==> src/rtl/mem_arbiter_if.sv <==
// Bundle of requester-side (F, D) and memory_interface-side signals around mem_arbiter.
// The slave modport is the arbiter's view; the master modport is the requesters/memory view.
interface mem_arbiter_if #(
  parameter int IO_BITS  = 2,
  parameter int CMD_BITS = 8
);
  logic                f_req;
  logic                d_req;
  logic [CMD_BITS-1:0] f_cmd;
  logic [CMD_BITS-1:0] d_cmd;
  logic                f_rd;
  logic                d_rd;
  logic                f_gnt;
  logic                d_gnt;
  logic [IO_BITS-1:0]  f_tx_data;
  logic [IO_BITS-1:0]  d_tx_data;
  logic                f_tx_next;
  logic                d_tx_next;
  logic                f_rx_valid;
  logic                d_rx_valid;
  logic                f_done;
  logic                d_done;
  logic                m_cmd_valid;
  logic [CMD_BITS-1:0] m_cmd;
  logic                m_cmd_started;
  logic [IO_BITS-1:0]  m_tx_data;
  logic                m_tx_next;
  logic                m_tx_done;
  logic                m_rx_data_valid;
  logic                m_rx_done;
  logic                owner;
  logic                busy;

  modport slave (
    input  f_req, d_req, f_cmd, d_cmd, f_rd, d_rd, f_tx_data, d_tx_data,
    input  m_cmd_started, m_tx_next, m_tx_done, m_rx_data_valid, m_rx_done,
    output f_gnt, d_gnt, f_tx_next, d_tx_next, f_rx_valid, d_rx_valid, f_done, d_done,
    output m_cmd_valid, m_cmd, m_tx_data, owner, busy
  );

  modport master (
    output f_req, d_req, f_cmd, d_cmd, f_rd, d_rd, f_tx_data, d_tx_data,
    output m_cmd_started, m_tx_next, m_tx_done, m_rx_data_valid, m_rx_done,
    input  f_gnt, d_gnt, f_tx_next, d_tx_next, f_rx_valid, d_rx_valid, f_done, d_done,
    input  m_cmd_valid, m_cmd, m_tx_data, owner, busy
  );
endinterface

==> src/rtl/mem_arbiter.sv <==
// Shares one memory_interface TX/RX channel between fetch (F) and decoder data (D).
// D has priority; after STARVE_LIMIT consecutive D grants with F waiting, F wins once.
module mem_arbiter #(
  parameter int IO_BITS      = 2,
  parameter int CMD_BITS     = 8,
  parameter int STARVE_LIMIT = 4
) (
  input  logic         clk,
  input  logic         rst_n,
  mem_arbiter_if.slave bus
);

  localparam int STREAK_W = $clog2(STARVE_LIMIT + 1);

  typedef enum logic [1:0] {IDLE, CMD, TX, RX} state_t;

  state_t              state;
  state_t              state_nxt;
  logic                owner_q;
  logic                rd_lat;
  logic [STREAK_W-1:0] streak;
  logic [CMD_BITS-1:0] cmd_q;
  logic                f_done_q;
  logic                d_done_q;
  logic                grant;
  logic                win_d;
  logic                done_nxt;
  logic                starve;
  logic                tx_phase;
  logic                rx_phase;

  assign starve = bus.f_req && (streak == STREAK_W'(STARVE_LIMIT));

  always_ff @(posedge clk or negedge rst_n) begin
    if (!rst_n) state <= IDLE;
    else        state <= state_nxt;
  end

  // Grants are held off while reset is asserted so a held request cannot leak a gnt pulse.
  always_comb begin
    state_nxt = state;
    grant     = 1'b0;
    win_d     = 1'b0;
    done_nxt  = 1'b0;
    case (state)
      IDLE: begin
        if (rst_n && bus.d_req && !starve) begin
          grant     = 1'b1;
          win_d     = 1'b1;
          state_nxt = CMD;
        end else if (rst_n && bus.f_req) begin
          grant     = 1'b1;
          state_nxt = CMD;
        end
      end
      CMD: if (bus.m_cmd_started) state_nxt = TX;
      TX: begin
        if (bus.m_tx_done) begin
          if (!rd_lat || bus.m_rx_done) begin
            done_nxt  = 1'b1;
            state_nxt = IDLE;
          end else begin
            state_nxt = RX;
          end
        end
      end
      RX: begin
        if (bus.m_rx_done) begin
          done_nxt  = 1'b1;
          state_nxt = IDLE;
        end
      end
      default: state_nxt = IDLE;
    endcase
  end

  // Streak counts D wins that happened while F was waiting; any F win or idle F clears it.
  always_ff @(posedge clk or negedge rst_n) begin
    if (!rst_n) begin
      owner_q  <= 1'b0;
      rd_lat   <= 1'b0;
      streak   <= '0;
      cmd_q    <= '0;
      f_done_q <= 1'b0;
      d_done_q <= 1'b0;
    end else begin
      f_done_q <= done_nxt && !owner_q;
      d_done_q <= done_nxt && owner_q;
      if (grant) begin
        owner_q <= win_d;
        cmd_q   <= win_d ? bus.d_cmd : bus.f_cmd;
        rd_lat  <= win_d ? bus.d_rd  : bus.f_rd;
        if (win_d && bus.f_req) begin
          if (streak != STREAK_W'(STARVE_LIMIT)) streak <= streak + STREAK_W'(1);
        end else begin
          streak <= '0;
        end
      end
    end
  end

  assign tx_phase = (state == CMD) || (state == TX);
  assign rx_phase = (state == TX)  || (state == RX);

  assign bus.f_gnt       = grant && !win_d;
  assign bus.d_gnt       = grant && win_d;
  assign bus.m_cmd_valid = (state == CMD);
  assign bus.m_cmd       = cmd_q;
  assign bus.m_tx_data   = owner_q ? bus.d_tx_data : bus.f_tx_data;
  assign bus.f_tx_next   = bus.m_tx_next && !owner_q && tx_phase;
  assign bus.d_tx_next   = bus.m_tx_next && owner_q && tx_phase;
  assign bus.f_rx_valid  = bus.m_rx_data_valid && !owner_q && rx_phase;
  assign bus.d_rx_valid  = bus.m_rx_data_valid && owner_q && rx_phase;
  assign bus.f_done      = f_done_q;
  assign bus.d_done      = d_done_q;
  assign bus.owner       = owner_q;
  assign bus.busy        = (state != IDLE);

endmodule
==> src/flat_wrapper.sv <==
// flat-port wrapper written by rule: the top's interface ports become plain ports
module mem_arbiter_flat 
#(
  parameter int IO_BITS      = 2,
  parameter int CMD_BITS     = 8,
  parameter int STARVE_LIMIT = 4
)
  (clk, rst_n, bus_f_req, bus_d_req, bus_f_cmd, bus_d_cmd, bus_f_rd, bus_d_rd, bus_f_tx_data, bus_d_tx_data, bus_m_cmd_started, bus_m_tx_next, bus_m_tx_done, bus_m_rx_data_valid, bus_m_rx_done, bus_f_gnt, bus_d_gnt, bus_f_tx_next, bus_d_tx_next, bus_f_rx_valid, bus_d_rx_valid, bus_f_done, bus_d_done, bus_m_cmd_valid, bus_m_cmd, bus_m_tx_data, bus_owner, bus_busy);
  mem_arbiter_if #(.IO_BITS(IO_BITS), .CMD_BITS(CMD_BITS)) bus_i ();
  input  logic clk;
  input  logic rst_n;
  input wire logic [$bits(bus_i.f_req)-1:0] bus_f_req;
  input wire logic [$bits(bus_i.d_req)-1:0] bus_d_req;
  input wire logic [$bits(bus_i.f_cmd)-1:0] bus_f_cmd;
  input wire logic [$bits(bus_i.d_cmd)-1:0] bus_d_cmd;
  input wire logic [$bits(bus_i.f_rd)-1:0] bus_f_rd;
  input wire logic [$bits(bus_i.d_rd)-1:0] bus_d_rd;
  input wire logic [$bits(bus_i.f_tx_data)-1:0] bus_f_tx_data;
  input wire logic [$bits(bus_i.d_tx_data)-1:0] bus_d_tx_data;
  input wire logic [$bits(bus_i.m_cmd_started)-1:0] bus_m_cmd_started;
  input wire logic [$bits(bus_i.m_tx_next)-1:0] bus_m_tx_next;
  input wire logic [$bits(bus_i.m_tx_done)-1:0] bus_m_tx_done;
  input wire logic [$bits(bus_i.m_rx_data_valid)-1:0] bus_m_rx_data_valid;
  input wire logic [$bits(bus_i.m_rx_done)-1:0] bus_m_rx_done;
  output wire logic [$bits(bus_i.f_gnt)-1:0] bus_f_gnt;
  output wire logic [$bits(bus_i.d_gnt)-1:0] bus_d_gnt;
  output wire logic [$bits(bus_i.f_tx_next)-1:0] bus_f_tx_next;
  output wire logic [$bits(bus_i.d_tx_next)-1:0] bus_d_tx_next;
  output wire logic [$bits(bus_i.f_rx_valid)-1:0] bus_f_rx_valid;
  output wire logic [$bits(bus_i.d_rx_valid)-1:0] bus_d_rx_valid;
  output wire logic [$bits(bus_i.f_done)-1:0] bus_f_done;
  output wire logic [$bits(bus_i.d_done)-1:0] bus_d_done;
  output wire logic [$bits(bus_i.m_cmd_valid)-1:0] bus_m_cmd_valid;
  output wire logic [$bits(bus_i.m_cmd)-1:0] bus_m_cmd;
  output wire logic [$bits(bus_i.m_tx_data)-1:0] bus_m_tx_data;
  output wire logic [$bits(bus_i.owner)-1:0] bus_owner;
  output wire logic [$bits(bus_i.busy)-1:0] bus_busy;
  assign bus_i.f_req = bus_f_req;
  assign bus_i.d_req = bus_d_req;
  assign bus_i.f_cmd = bus_f_cmd;
  assign bus_i.d_cmd = bus_d_cmd;
  assign bus_i.f_rd = bus_f_rd;
  assign bus_i.d_rd = bus_d_rd;
  assign bus_i.f_tx_data = bus_f_tx_data;
  assign bus_i.d_tx_data = bus_d_tx_data;
  assign bus_i.m_cmd_started = bus_m_cmd_started;
  assign bus_i.m_tx_next = bus_m_tx_next;
  assign bus_i.m_tx_done = bus_m_tx_done;
  assign bus_i.m_rx_data_valid = bus_m_rx_data_valid;
  assign bus_i.m_rx_done = bus_m_rx_done;
  assign bus_f_gnt = bus_i.f_gnt;
  assign bus_d_gnt = bus_i.d_gnt;
  assign bus_f_tx_next = bus_i.f_tx_next;
  assign bus_d_tx_next = bus_i.d_tx_next;
  assign bus_f_rx_valid = bus_i.f_rx_valid;
  assign bus_d_rx_valid = bus_i.d_rx_valid;
  assign bus_f_done = bus_i.f_done;
  assign bus_d_done = bus_i.d_done;
  assign bus_m_cmd_valid = bus_i.m_cmd_valid;
  assign bus_m_cmd = bus_i.m_cmd;
  assign bus_m_tx_data = bus_i.m_tx_data;
  assign bus_owner = bus_i.owner;
  assign bus_busy = bus_i.busy;
  mem_arbiter #(.IO_BITS(IO_BITS), .CMD_BITS(CMD_BITS), .STARVE_LIMIT(STARVE_LIMIT)) u_core (.clk(clk), .rst_n(rst_n), .bus(bus_i));
endmodule
==> config.mk <==
export PLATFORM = sky130hd
export DESIGN_NAME = mem_arbiter_flat
export DESIGN_NICKNAME = d
export VERILOG_FILES = /design/src/rtl/mem_arbiter_if.sv /design/src/rtl/mem_arbiter.sv /design/src/flat_wrapper.sv
export SDC_FILE = /design/constraint.sdc
export NUM_CORES = 1
export LEC_CHECK = 0
export CORE_AREA = 2 2 52 54
export CTS_BUF_LIST = sky130_fd_sc_hd__clkbuf_16
export CTS_CLUSTER_SIZE = 28
export DETAILED_ROUTE_END_ITERATION = 10
export DIE_AREA = 0 0 54 56
export PLACE_DENSITY = 0.79
export SYNTH_ARGS = -nofsm -noshare
export SYNTH_HDL_FRONTEND = slang
export SYNTH_SLANG_ARGS = --single-unit
==> constraint.sdc <==
create_clock -name clk -period 2.73 [get_ports clk]
set_input_delay 0.6825 -clock clk [delete_from_list [all_inputs] [get_ports clk]]
set_output_delay 0.6825 -clock clk [all_outputs]
set_load 0.01 [all_outputs]
== Word level (Yosys, flattened, before mapping) ==
Cells that the tools add are included.

* $add $sub $neg: 1
* Equality and inequality tests: 10
* Muxes and demuxes: 21
* Reductions and logical operators: 28

{| class="wikitable"
|+ Operators with widths
! operator !! number
|-
| 1-bit logical AND || 17
|-
| 2-bit two-way mux || 7
|-
| 1-bit two-way mux || 9
|-
| 8-bit two-way mux || 1
|-
| 2-bit inequality test (second input constant) || 4
|-
| 2-bit one-hot mux with 4 select lines || 1
|-
| 3-bit two-way mux || 2
|-
| 2-bit == test (second input constant) || 2
|-
| 1-bit logical NOT || 4
|-
| 4-bit AND reduction || 1
|-
| 3-bit by 1-bit adder with 3-bit output (second input constant) || 1
|-
| 3-bit == test (second input constant) || 1
|-
| 1-bit logical OR || 3
|-
| 3-bit by 1-bit inequality test with 1-bit output (second input constant) || 1
|-
| 3-bit inequality test (second input constant) || 1
|-
| 2-bit by 1-bit == test with 1-bit output (second input constant) || 1
|-
| 2-bit logical NOT || 1
|-
| 1-bit one-hot mux with 2 select lines || 1
|-
| 2-bit AND reduction || 1
|-
| 2-bit nonzero test || 1
|}

* Flip-flop bits (word level): 17
* Logic and storage cells: 67

== Logic depth before layout (Yosys ltp) ==
* Depth in word-level cells: 9
* Mapped depth: 7

== Least setup slack after synthesis ==
OpenSTA, ideal clock, no wires.

* Kind: reg2out
* Start: register u_core.state[0]
* End: output port bus_d_gnt
* Arrival: 1302 ps
* Required time: 2047 ps
* Slack: 745 ps
* Stages on the path, launching flop included: 6
* Path buffers: 1
* Cell sequence: dfrtp_1 inv_1 ha_1 nand3_1 a31oi_1 buf_4

* Cells in the longest elaborated chain, start to end: 3
* Elaborated cells on any way between the ends: 4
* Classes of those cells: mux (2); reduce/logical (2)

{| class="wikitable"
|+ RTL lines
! item !! line !! source
|-
| start, declared || mem_arbiter.sv:17 || <nowiki>state_t state;</nowiki>
|-
| start signal, assigned || mem_arbiter.sv:36 || <nowiki>else state <= state_nxt;</nowiki>
|-
| 2-bit logical NOT * || mem_arbiter.sv:45 || <nowiki>case (state)</nowiki>
|-
| 1-bit two-way mux || mem_arbiter.sv:45 ||
|-
| 1-bit logical AND * || mem_arbiter.sv:106 || <nowiki>assign bus.d_gnt = grant && win_d;</nowiki>
|-
| end, declared || flat_wrapper.sv:26 || <nowiki>output wire logic [$bits(bus_i.d_gnt)-1:0] bus_d_gnt;</nowiki>
|}

Mark *: on every way between the ends. The rest lies on a longest branch, timed or not.

== Final worst setup path ==
* Start: input port bus_m_rx_data_valid
* End: output port bus_f_rx_valid

* Cells in the longest elaborated chain, start to end: 2

{| class="wikitable"
|+ RTL lines
! item !! line !! source
|-
| start, declared || flat_wrapper.sv:23 || <nowiki>input wire logic [$bits(bus_i.m_rx_data_valid)-1:0] bus_m_rx_data_valid;</nowiki>
|-
| 1-bit logical AND (2 in series) || mem_arbiter.sv:112 || <nowiki>assign bus.f_rx_valid = bus.m_rx_data_valid && !owner_q && rx_phase;</nowiki>
|-
| end, declared || flat_wrapper.sv:29 || <nowiki>output wire logic [$bits(bus_i.f_rx_valid)-1:0] bus_f_rx_valid;</nowiki>
|}

No other way between the ends.

==> flow_summary.ini <==
[yosys]
synth_area_leaders = dfrtp_1 (46%), a222oi_1 (9.8%), ha_1 (9.5%), inv_1 (6.5%), nor2_1 (3.3%)
synth_cells = 90
synth.cell_area_sq_um = 922
netlist_top_cells_count = dfrtp_1 (17), inv_1 (16), a222oi_1 (9), nor2_1 (8), ha_1 (7)
synth_top_cell_by_area = dfrtp_1
postSynthNetCount = 128
postSynthAreaPerCell_sq_um = 10.2
ys_types = 25
synth-edff-count = 0
yosysMostFrequentCell = dfrtp_1
synthArstFlopShare = 1.00
synthFlopType = dfrtp_1
synth_top_area_share = 0.461
ys_seq_area_frac = 0.461
yosys_warnings = 0
synth_seq_cells = 17

[setup_path]
cp_num_cells = 4
cp_slowest_cell = clkdlybuf4s50_1
r2r-start = u_core.state[1]$_DFFE_PN0P_
r2r_setup_slack_ns = 0.99
path_cells = clkdlybuf4s50_1 -> o21ai_0 -> nor2_1 -> clkdlybuf4s50_1
critical_path_required_ns = 2.05
crit_arrival_ns = 1.88
crit_buf_inv = 2
cp_top_family = buffers and inverters
crit_top_cell = clkdlybuf4s50_1
worstSetupEndpointType = output port
r2r-end = u_core.bus.m_cmd[7]$_DFFE_PN0P_
crit_type = input port to output port
critPathMaxStageDelay_ns = 0.55
crit_end = bus_f_rx_valid
path_max_fanout = 2
worstSetupStartpointType = input port
worstSetupStartpoint = bus_m_rx_data_valid
reg2reg_depth = 7

[power_and_ir_drop]
peakVddDrop_v = 0.000591
total_power_uw = 1510
power_density_nw_per_um2 = 945
power.leakage_uw = 0.000755

[place]
placed_area_sq_um = 1510
port_buffers = 51
dpl.hpwl_um = 2010
place_congestion = 0.736
placed_cells = 176

[die]
core_sq_um = 2430
io_pins = 52
die-area_sq_um = 3020
fp.dieW_um = 54
start_util = 0.379
die_h_um = 56
core.rowCount = 18

[clock_tree]
cts_buffers = 3
clockRootBuffer = clkbuf_16
cts_buffer_depth = 2
cts_tree = done
clkLatencyLatePin_ns = 0.25
cts_sinks = 17
clkTransAtPathRegs_ns = 0.05
htreeDepth = 1

[finish]
syn2layout_area_growth_pct = 73.0
design_area_sq_um = 1600
n_fill_cell = 214
final_core_util = 0.656
fin_cells = 180
finalNetCount = 189
antennaDiodeCount = 0
drive_gt1_frac = 0.120

[timing]
slew_headroom = 0.773
setup_viol = 0
rsz0062_at_grt = no
skew_ns = 0.00465
timing.fmax_mhz = 390
finalMaxSlewViolations = 0
period_needed_ns = 2.57
hold_violations = 0
finalCritPeriodShare = 0.940
whs_ns = 0.502
worst_pin_slew_ns = 0.341

[global_route]
grt_first_pass_wirelength_um = 3980
track_usage = 0.183
overflow = 0
antenna_found_initial = 0
grt_start_max_net_pins = 20
grt_pass1_vias = 898

[drt]
antenna_left = 0
wl_um = 2650
drtIter0Drc = 34
drc_errors = 0
wl_per_cell_um = 14.7
viasPerCell = 5.09
drtPass1Iterations = 4
num_vias = 917

[job]
maxCapViolations = 0

[outcome]
status = complete, no violations

[worst_hold_path]
min_path_type = flop to flop
-- layout make-up --
class	count	area (sq um)	share of cell area
repair buffers	59	572	0.358
flip-flops and latches	17	425	0.267
multi-input cells	54	420	0.264
clock buffers	3	75.1	0.0471
inverters	16	60.1	0.0376
well taps	30	37.5	0.0235
clock inverters	1	5.00	0.00314
-- per-layer routing --
| metal | routed length (um) | share of wire | global-route usage | up-vias |
|---|---|---|---|---|
| met1 | 1030 | 0.39 | 0.202 | 434 |
| met5 | 0 | 0 | 0 | - |
| met2 | 1380 | 0.52 | 0.317 | 43 |
| met4 | 16 | 0.0060 | 0.0964 | 0 |
| li1 | - | - | - | 438 |
| met3 | 219 | 0.083 | 0.0349 | 2 |
-- report_power, final --
part | internal, uW | switching (uW)
Sequential | 359 | 92.7
Clock | 196 | 96.6
Combinational | 430 | 333
-- layout by cell type, fill, tap and decap left out --
cell	instances
mux2_2	2
nand2b_1	1
clkbuf_16	3
o211ai_1	1
nand2_1	6
nor2_1	8
nor2b_1	2
clkinv_2	1
ha_1	7
inv_1	16
dfrtp_1	17
xnor2_1	1
a21oi_1	1
nand3_1	2
dlymetal6s2s_1	1
and2b_2	1
buf_4	8
o21ai_2	1
dlygate4sd2_1	1
nand3b_1	1
o21ai_0	4
a21o_1	1
a21oi_2	1
a222oi_1	9
a31oi_1	3
clkdlybuf4s50_1	49
a2111oi_4	1
a32o_1	1
-- timing repair --
action / CTS / global route
setup endpoints to repair: 1 / 1
setup buffers: 0 / 0
resized for setup: 1 / 1
hold buffers: 0 / 0
gates cloned: 0 / 0
-- flip-flops by register name (all words and copies together), names as in the netlist --
| signal | cells |
|---|---|
| u_core.bus.owner | 1 |
| u_core.streak | 3 |
| u_core.rd_lat | 1 |
| u_core.bus.d_done | 1 |
| u_core.state | 2 |
| u_core.bus.f_done | 1 |
| u_core.bus.m_cmd | 8 |
-- worst min path at each step --
stage	from	cells after the start	to
floorplan	rst_n	0	u_core.bus.d_done$_DFF_PN0_
global placement	u_core.bus.m_cmd[3]$_DFFE_PN0P_	2	u_core.bus.m_cmd[3]$_DFFE_PN0P_
detailed placement	u_core.bus.m_cmd[4]$_DFFE_PN0P_	2	u_core.bus.m_cmd[4]$_DFFE_PN0P_
CTS	u_core.bus.m_cmd[4]$_DFFE_PN0P_	2	u_core.bus.m_cmd[4]$_DFFE_PN0P_
global route	u_core.bus.m_cmd[3]$_DFFE_PN0P_	2	u_core.bus.m_cmd[3]$_DFFE_PN0P_
finish	u_core.bus.m_cmd[4]$_DFFE_PN0P_	2	u_core.bus.m_cmd[4]$_DFFE_PN0P_
-- worst min-delay path, delay by kind of cell, from the launching register on --
kind | cells | cell delay, ns
buf+inv | 1 | 0.06
flops | 1 | 0.33
compound gates | 1 | 0.08
-- cells by family (layout without fill, tap and decap cells) --
group,count (synthesis),after routing,synth area share
buffers and inverters,19,79,0.0828
and+or+nand+nor,21,21,0.106
adders and majority gates,7,7,0.0950
DFF,17,17,0.461
xor gates and xnor gates,1,1,0.00950
muxes,2,2,0.0244
AOI/OAI and AO/OA,23,23,0.221
-- through the flow --
stage / worst slack (ns) / setup TNS, ns
final: 0.164 / 0
after global routing: 0.100 / 0
after detailed placement: -0.00993 / -0.00993
after CTS: 0.0496 / 0
after global placement: -0.00784 / -0.00784
after floorplan: 0.745 / 0
Note: power is estimated with default switching activity, not from simulation.
